==> src/rtl/seq_detector_param.sv <==
// Parametrised Moore serial-sequence detector (KMP automaton, overlap selectable).
// Define SEQ_DET_COUNT_EN to add the saturating hit counter (CNT_W parameter and CNT port).
module seq_detector_param #(
  parameter int unsigned    LEN     = 4,
  parameter logic [LEN-1:0] PATTERN = 4'b1011,
  parameter bit             OVERLAP = 1'b1
`ifdef SEQ_DET_COUNT_EN
  , parameter int unsigned  CNT_W   = 8
`endif
) (
  input  logic                       CLK,
  input  logic                       RESET,
  input  logic                       EN,
  input  logic                       x,
  output logic                       F,
  output logic [$clog2(LEN+1)-1:0]   S
`ifdef SEQ_DET_COUNT_EN
  , output logic [CNT_W-1:0]         CNT
`endif
);

  localparam int unsigned SW = $clog2(LEN + 1);

  // Bit i of the pattern in arrival order (i = 0 is the first bit received).
  function automatic logic pat_bit(int i);
    logic [LEN-1:0] t;
    t = PATTERN >> (LEN - 1 - i);
    return t[0];
  endfunction

  // Longest proper pattern prefix that is also a suffix of the whole pattern.
  function automatic int fail_len();
    int   res;
    logic ok;
    res = 0;
    for (int k = 1; k < int'(LEN); k++) begin
      ok = 1'b1;
      for (int i = 0; i < k; i++)
        if (pat_bit(i) != pat_bit(int'(LEN) - k + i)) ok = 1'b0;
      if (ok) res = k;
    end
    return res;
  endfunction

  // Successor of state s on bit b: longest prefix that is a suffix of (prefix(base), b).
  function automatic int next_state(int s, logic b);
    int   base;
    int   res;
    int   j;
    logic ok;
    logic sb;
    if (s >= int'(LEN)) base = OVERLAP ? fail_len() : 0;
    else                base = s;
    res = 0;
    for (int k = 1; k <= base + 1; k++) begin
      ok = 1'b1;
      for (int i = 0; i < k; i++) begin
        j  = base + 1 - k + i;
        sb = (j == base) ? b : pat_bit(j);
        if (sb != pat_bit(i)) ok = 1'b0;
      end
      if (ok) res = k;
    end
    return res;
  endfunction

  // Transition table, constant after elaboration.
  logic [SW-1:0] nxt_tab [LEN+1][2];

  for (genvar g = 0; g <= LEN; g++) begin : g_tab
    assign nxt_tab[g][0] = SW'(next_state(g, 1'b0));
    assign nxt_tab[g][1] = SW'(next_state(g, 1'b1));
  end

  logic [SW-1:0] s_q, s_d;
  logic          f_q, f_d;

  // Next state; F is decoded from the next state so it lands in the same edge as S.
  always_comb begin
    s_d = s_q;
    if (EN) s_d = nxt_tab[s_q][x];
    f_d = (s_d == SW'(LEN));
  end

  always_ff @(posedge CLK) begin
    if (RESET) begin
      s_q <= '0;
      f_q <= 1'b0;
    end else begin
      s_q <= s_d;
      f_q <= f_d;
    end
  end

  assign S = s_q;
  assign F = f_q;

`ifdef SEQ_DET_COUNT_EN
  localparam logic [CNT_W-1:0] CNT_MAX = '1;

  logic [CNT_W-1:0] cnt_q, cnt_d;

  // Saturating count of edges that land in the full-match state.
  always_comb begin
    cnt_d = cnt_q;
    if (EN && (s_d == SW'(LEN)) && (cnt_q != CNT_MAX)) cnt_d = cnt_q + CNT_W'(1);
  end

  always_ff @(posedge CLK) begin
    if (RESET) cnt_q <= '0;
    else       cnt_q <= cnt_d;
  end

  assign CNT = cnt_q;
`endif

endmodule

==> config.mk <==
export PLATFORM = sky130hd
export DESIGN_NAME = seq_detector_param
export DESIGN_NICKNAME = d
export VERILOG_FILES = /design/src/rtl/seq_detector_param.sv
export SDC_FILE = /design/constraint.sdc
export NUM_CORES = 1
export LEC_CHECK = 0
export ABC_AREA = 1
export CAP_MARGIN = 20
export CORE_AREA = 2 2 39 41
export DETAILED_ROUTE_END_ITERATION = 12
export DIE_AREA = 0 0 41 43
export PLACE_DENSITY = 0.46
export SYNTH_ARGS = -nofsm -noshare
export SYNTH_HDL_FRONTEND = slang
export SYNTH_SLANG_ARGS = --single-unit
export TNS_END_PERCENT = 100
==> constraint.sdc <==
create_clock -name CLK -period 2.1 [get_ports CLK]
set_input_delay 0.315 -clock CLK [delete_from_list [all_inputs] [get_ports CLK]]
set_output_delay 0.315 -clock CLK [all_outputs]
set_load 0.01 [all_outputs]
==> results of run 1 <==
[power breakdown]
group          internal (W)   total, W  switching [W]
combinational     0.0000114  0.0000213     0.00000990
sequential        0.0000783  0.0000802     0.00000185
clock             0.0000639  0.0000942      0.0000304
total              0.000154   0.000196      0.0000421
[final timing paths]
check | to | cells past startpoint | slack (ns)
setup / recovery | S[1] | 1 | 0.64
hold / removal | S[0] | 3 | 0.59
hold reg to reg | S[0] | 3 | 0.59
setup reg to reg | F | 5 | 1.19
[cell usage after synthesis]
cell	count	area, um^2
or2_1	1	6.260
inv_1	6	22.52
a21oi_1	1	5.000
nand3_1	2	10.01
nand2_1	12	45.04
nor2_1	5	18.77
dfxtp_1	4	80.08
[sequential cells by signal, summed over array words and instances, names as in the netlist]
name and flops:
F 1, S 3
[through the flow]
stage	hold WS, ns	util (%)	instances
4_1_cts	0.5965	21.70	57
2_1_floorplan	0.3874	-	31
3_5_place_dp	0.5888	20.07	54
6_report	0.5932	21.70	57
3_3_place_gp	0.5774	20.07	54
5_1_grt	0.6615	21.70	57
[cell type report]
class | count | area [um^2] | area share [%]
Multi-Input combinational cell | 21 | 85.08 | 28.33
Sequential cell | 4 | 80.08 | 26.67
Tap cell | 16 | 20.02 | 6.667
Clock buffer | 3 | 22.52 | 7.500
Inverter | 6 | 22.52 | 7.500
Timing Repair Buffer | 7 | 70.07 | 23.33
[logic make-up after synthesis]
logic type,share of synthesized area [%]
AOI/OAI and AO/OA,2.664
buffers and inverters,12.00
and+or+nand+nor,42.67
DFF,42.67
[placed cells by master (no fill, tap or decap)]
cell             count
nand2_1             12
clkdlybuf4s50_1      7
inv_1                6
nor2_1               5
dfxtp_1              4
clkbuf_4             3
nand3_1              2
or2_1                1
a21oi_1              1
[layer usage]
metal  global-route usage (%)  vias to the layer above  part of all wire [%]
li1                         -                      111                     -
met1                    8.360                       79                    48
met2                    6.250                        5                    45
met3                    1.571                        0                   5.9
met4                    10.00                        0                     0
met5                        0                        -                     0
==> results.sh, run 1 <==
export IMPL_viasPerCell=3.421
export IMPL_status="finished clean"
export IMPL_hp_start="S[1]"
export IMPL_tightestPinTransition_ns=0.1839
export IMPL_drv_cap=0
export IMPL_dpl_hpwl_um=310.2
export IMPL_nets=47
export IMPL_row_count=14
export IMPL_avgSynthCellArea_um2=6.054
export IMPL_slew_violations=0
export IMPL_cts_sink_count=4
export IMPL_slowest_delay_ns=0.55
export IMPL_worstPathRequired_ns=1.78
export IMPL_critical_path_top_delay_family="buffers and inverters"
export IMPL_relSlewSlack_pct=87.70
export IMPL_clkLatencyLatePin_ns=0.23
export IMPL_critPathLaunchType="flip-flop"
export IMPL_path_buf_inv=1
export IMPL_synth_seq_cells=4
export IMPL_start_util_pct=13.56
export IMPL_drt_iter0_drc=3
export IMPL_setup_viol=0
export IMPL_pre_cts_slack_ns=0.7246
export IMPL_cts_buffers=3
export IMPL_place_gp_congestion=0.6640
export IMPL_avgRoutedWirePerCell_um=6.842
export IMPL_fin_ws_ns=0.6377
export IMPL_die_area_mm2=0.001763
export IMPL_vias=195
export IMPL_cts_buffer_depth=2
export IMPL_place_area_um2=277.8
export IMPL_synth_distinct_cells=7
export IMPL_synth_nets=35
export IMPL_cts_setup_buffers=0
export IMPL_area_growth_pct=60.00
export IMPL_antenna_cells=0
export IMPL_synthCells=31
export IMPL_r2r_start="S[2]"
export IMPL_die_x_um=41
export IMPL_antenna_found_initial=0
export IMPL_clk_pin_slew_ns=0.04
export IMPL_leakagePower_nw=0.1515
export IMPL_slowest_stage="clkdlybuf4s50_1"
export IMPL_critPathLaunch="S[1]"
export IMPL_rsz0062_at_grt="false"
export IMPL_firstDrtPassIters=2
export IMPL_grt_total_usage_pct=6.426
export IMPL_drc_errors=0
export IMPL_core_mm2=0.001384
export IMPL_p_total_w=0.0001957
export IMPL_htreeDepth=1
export IMPL_fin_crit_sh_pct=69.63
export IMPL_tns_ns=0
export IMPL_root_buffer="clkbuf_4"
export IMPL_ys_seq_area_share_pct=42.67
export IMPL_port_buffers=7
export IMPL_hold_viol_final=0
export IMPL_ctsHoldBuffers=0
export IMPL_pin_count=8
export IMPL_fin_area_um2=300.3
export IMPL_ir_worst_vdd_v=0.0002492
export IMPL_netlist_area_um2=187.7
export IMPL_min_period_ns=1.462
export IMPL_grt_pass1_wl_um=696
export IMPL_critPathMaxFanout=4
export IMPL_fin_skew_ns=0.003659
export IMPL_cts_tree="built"
export IMPL_fillers=163
export IMPL_wl_um=390
export IMPL_grt_overflow=0
export IMPL_chipHeight_um=43
export IMPL_drive_above_1_share_pct=7.317
export IMPL_post_cts_resized=0
export IMPL_grt_pass1_vias=183
export IMPL_path_cells="clkdlybuf4s50_1"
export IMPL_hold_class="reg2reg"
export IMPL_antenna_left=0
export IMPL_end_kind="primary output"
export IMPL_fmax_mhz=683.9
export IMPL_arrival_ns=1.15
export IMPL_power_density_mw_per_mm2=651.7
export IMPL_yosys_warnings=0
export IMPL_crit_type="reg2out"
export IMPL_grt_max_degree=7
(Power assumes the default switching activity.)
==> run 2, diff against run 1 <==
Clock period 2.1 ns to 1.5 ns, I/O delays scaled along.
==> run 2 against run 1 <==
Effect of this change:
- clock skew shrank 0.0023 ns
- critical path depth unchanged
- sequential power up 40%
- cell area is the same
- combinational power is 41% higher
- via count grew 2.1%
- sequential share of layout area is the same
- flip-flop and latch count is the same
- non-clock buffer count unchanged
- routed wire length is 0.26% higher
- clock power up 36%
==> results.sh, run 2 (synthesized netlist as in run 1, its figures left out) <==
export IMPL_row_count=14
export IMPL_tightestPinTransition_ns=0.1911
export IMPL_slowest_stage="clkdlybuf4s50_1"
export IMPL_antenna_cells=0
export IMPL_final_common_cell="nand2_1"
export IMPL_fin_crit_sh_pct=91.43
export IMPL_grt_total_usage_pct=6.225
export IMPL_start_util_pct=13.56
export IMPL_cts_tree="built"
export IMPL_firstDrtPassIters=1
export IMPL_cts_sink_count=4
export IMPL_instances_no_fill=57
export IMPL_avgRoutedWirePerCell_um=6.860
export IMPL_chipHeight_um=43
export IMPL_path_cells="clkdlybuf4s50_1"
export IMPL_hold_viol_final=0
export IMPL_fin_skew_ns=0.001320
export IMPL_worstPathRequired_ns=1.27
export IMPL_min_period_ns=1.371
export IMPL_cts_buffer_depth=2
export IMPL_area_growth_pct=60.00
export IMPL_ir_worst_vdd_v=0.0002681
export IMPL_clk_pin_slew_ns=0.03
export IMPL_nets=47
export IMPL_htreeDepth=1
export IMPL_grt_overflow=0
export IMPL_pin_count=8
export IMPL_critical_path_top_delay_family="buffers and inverters"
export IMPL_clkLatencyLatePin_ns=0.23
export IMPL_dpl_hpwl_um=332.5
export IMPL_viasPerCell=3.491
export IMPL_p_total_w=0.0002706
export IMPL_root_buffer="clkbuf_4"
export IMPL_hold_class="in2reg"
export IMPL_drv_cap=0
export IMPL_critPathLaunchType="flip-flop"
export IMPL_port_buffers=7
export IMPL_grt_max_degree=7
export IMPL_slew_violations=0
export IMPL_fmax_mhz=729.2
export IMPL_drt_iter0_drc=0
export IMPL_setup_viol=0
export IMPL_tns_ns=0
export IMPL_rsz0062_at_grt="false"
export IMPL_final_cell_mix="nand2_1, clkdlybuf4s50_1, inv_1"
export IMPL_ctsHoldBuffers=0
export IMPL_status="finished clean"
export IMPL_arrival_ns=1.15
export IMPL_post_cts_resized=0
export IMPL_vias=199
export IMPL_drive_above_1_share_pct=7.317
export IMPL_die_x_um=41
export IMPL_crit_type="reg2out"
export IMPL_cts_buffers=3
export IMPL_grt_pass1_wl_um=655
export IMPL_antenna_left=0
export IMPL_core_mm2=0.001384
export IMPL_largest_reg_flops=3
export IMPL_die_area_mm2=0.001763
export IMPL_grt_pass1_vias=185
export IMPL_end_kind="primary output"
export IMPL_power_density_mw_per_mm2=901.2
export IMPL_critPathMaxFanout=4
export IMPL_place_gp_congestion=0.6347
export IMPL_cts_setup_buffers=0
export IMPL_path_buf_inv=1
export IMPL_leakagePower_nw=0.1515
export IMPL_placed_cells=54
export IMPL_drc_errors=0
export IMPL_slowest_delay_ns=0.55
export IMPL_relSlewSlack_pct=87.22
export IMPL_antenna_found_initial=0
export IMPL_wl_um=391
==> run 2: cell counts in the layout (fill, tap and decap cells not counted) <==
No cell type changed its count.
==> run 2: final cells by class <==
class                           count  area (um^2)
Clock buffer                        3        22.52
Fill cell                         165         1084
Inverter                            6        22.52
Tap cell                           16        20.02
Sequential cell                     4        80.08
Timing Repair Buffer                7        70.07
Multi-Input combinational cell     21        85.08
==> run 2: per-layer routing <==
layer,GRT usage [%],vias up,routed length (um)
met4,10.00,0,0
met5,0,-,0
li1,-,110,-
met2,7.500,5,189
met3,1.571,0,28
met1,6.431,84,173
==> run 2: where the power goes <==
| group | internal (W) | switching (W) |
|---|---|---|
| sequential | 0.000110 | 0.00000260 |
| clock | 0.0000891 | 0.0000390 |
| combinational | 0.0000160 | 0.0000141 |
| total | 0.000215 | 0.0000558 |
==> run 2: worst paths after layout <==
check        endpoint  slack (ns)   from  cells after the start
max reg2reg         F        0.60   S[2]                      5
min reg2reg      S[0]        0.60   S[1]                      3
max              S[0]        0.13   S[0]                      1
min              S[1]        0.57  RESET                      2
==> run 2: metrics by stage <==
stage	cell area, um^2	hold WS (ns)	utilization [%]	worst slack, ns
3_3_place_gp	277.8	0.5755	20.07	0.1940
6_report	300.3	0.5697	21.70	0.1286
3_5_place_dp	277.8	0.6130	20.07	0.1995
2_1_floorplan	187.7	0.2974	-	0.6095
4_1_cts	300.3	0.5669	21.70	0.1080
5_1_grt	300.3	0.5973	21.70	0.07335
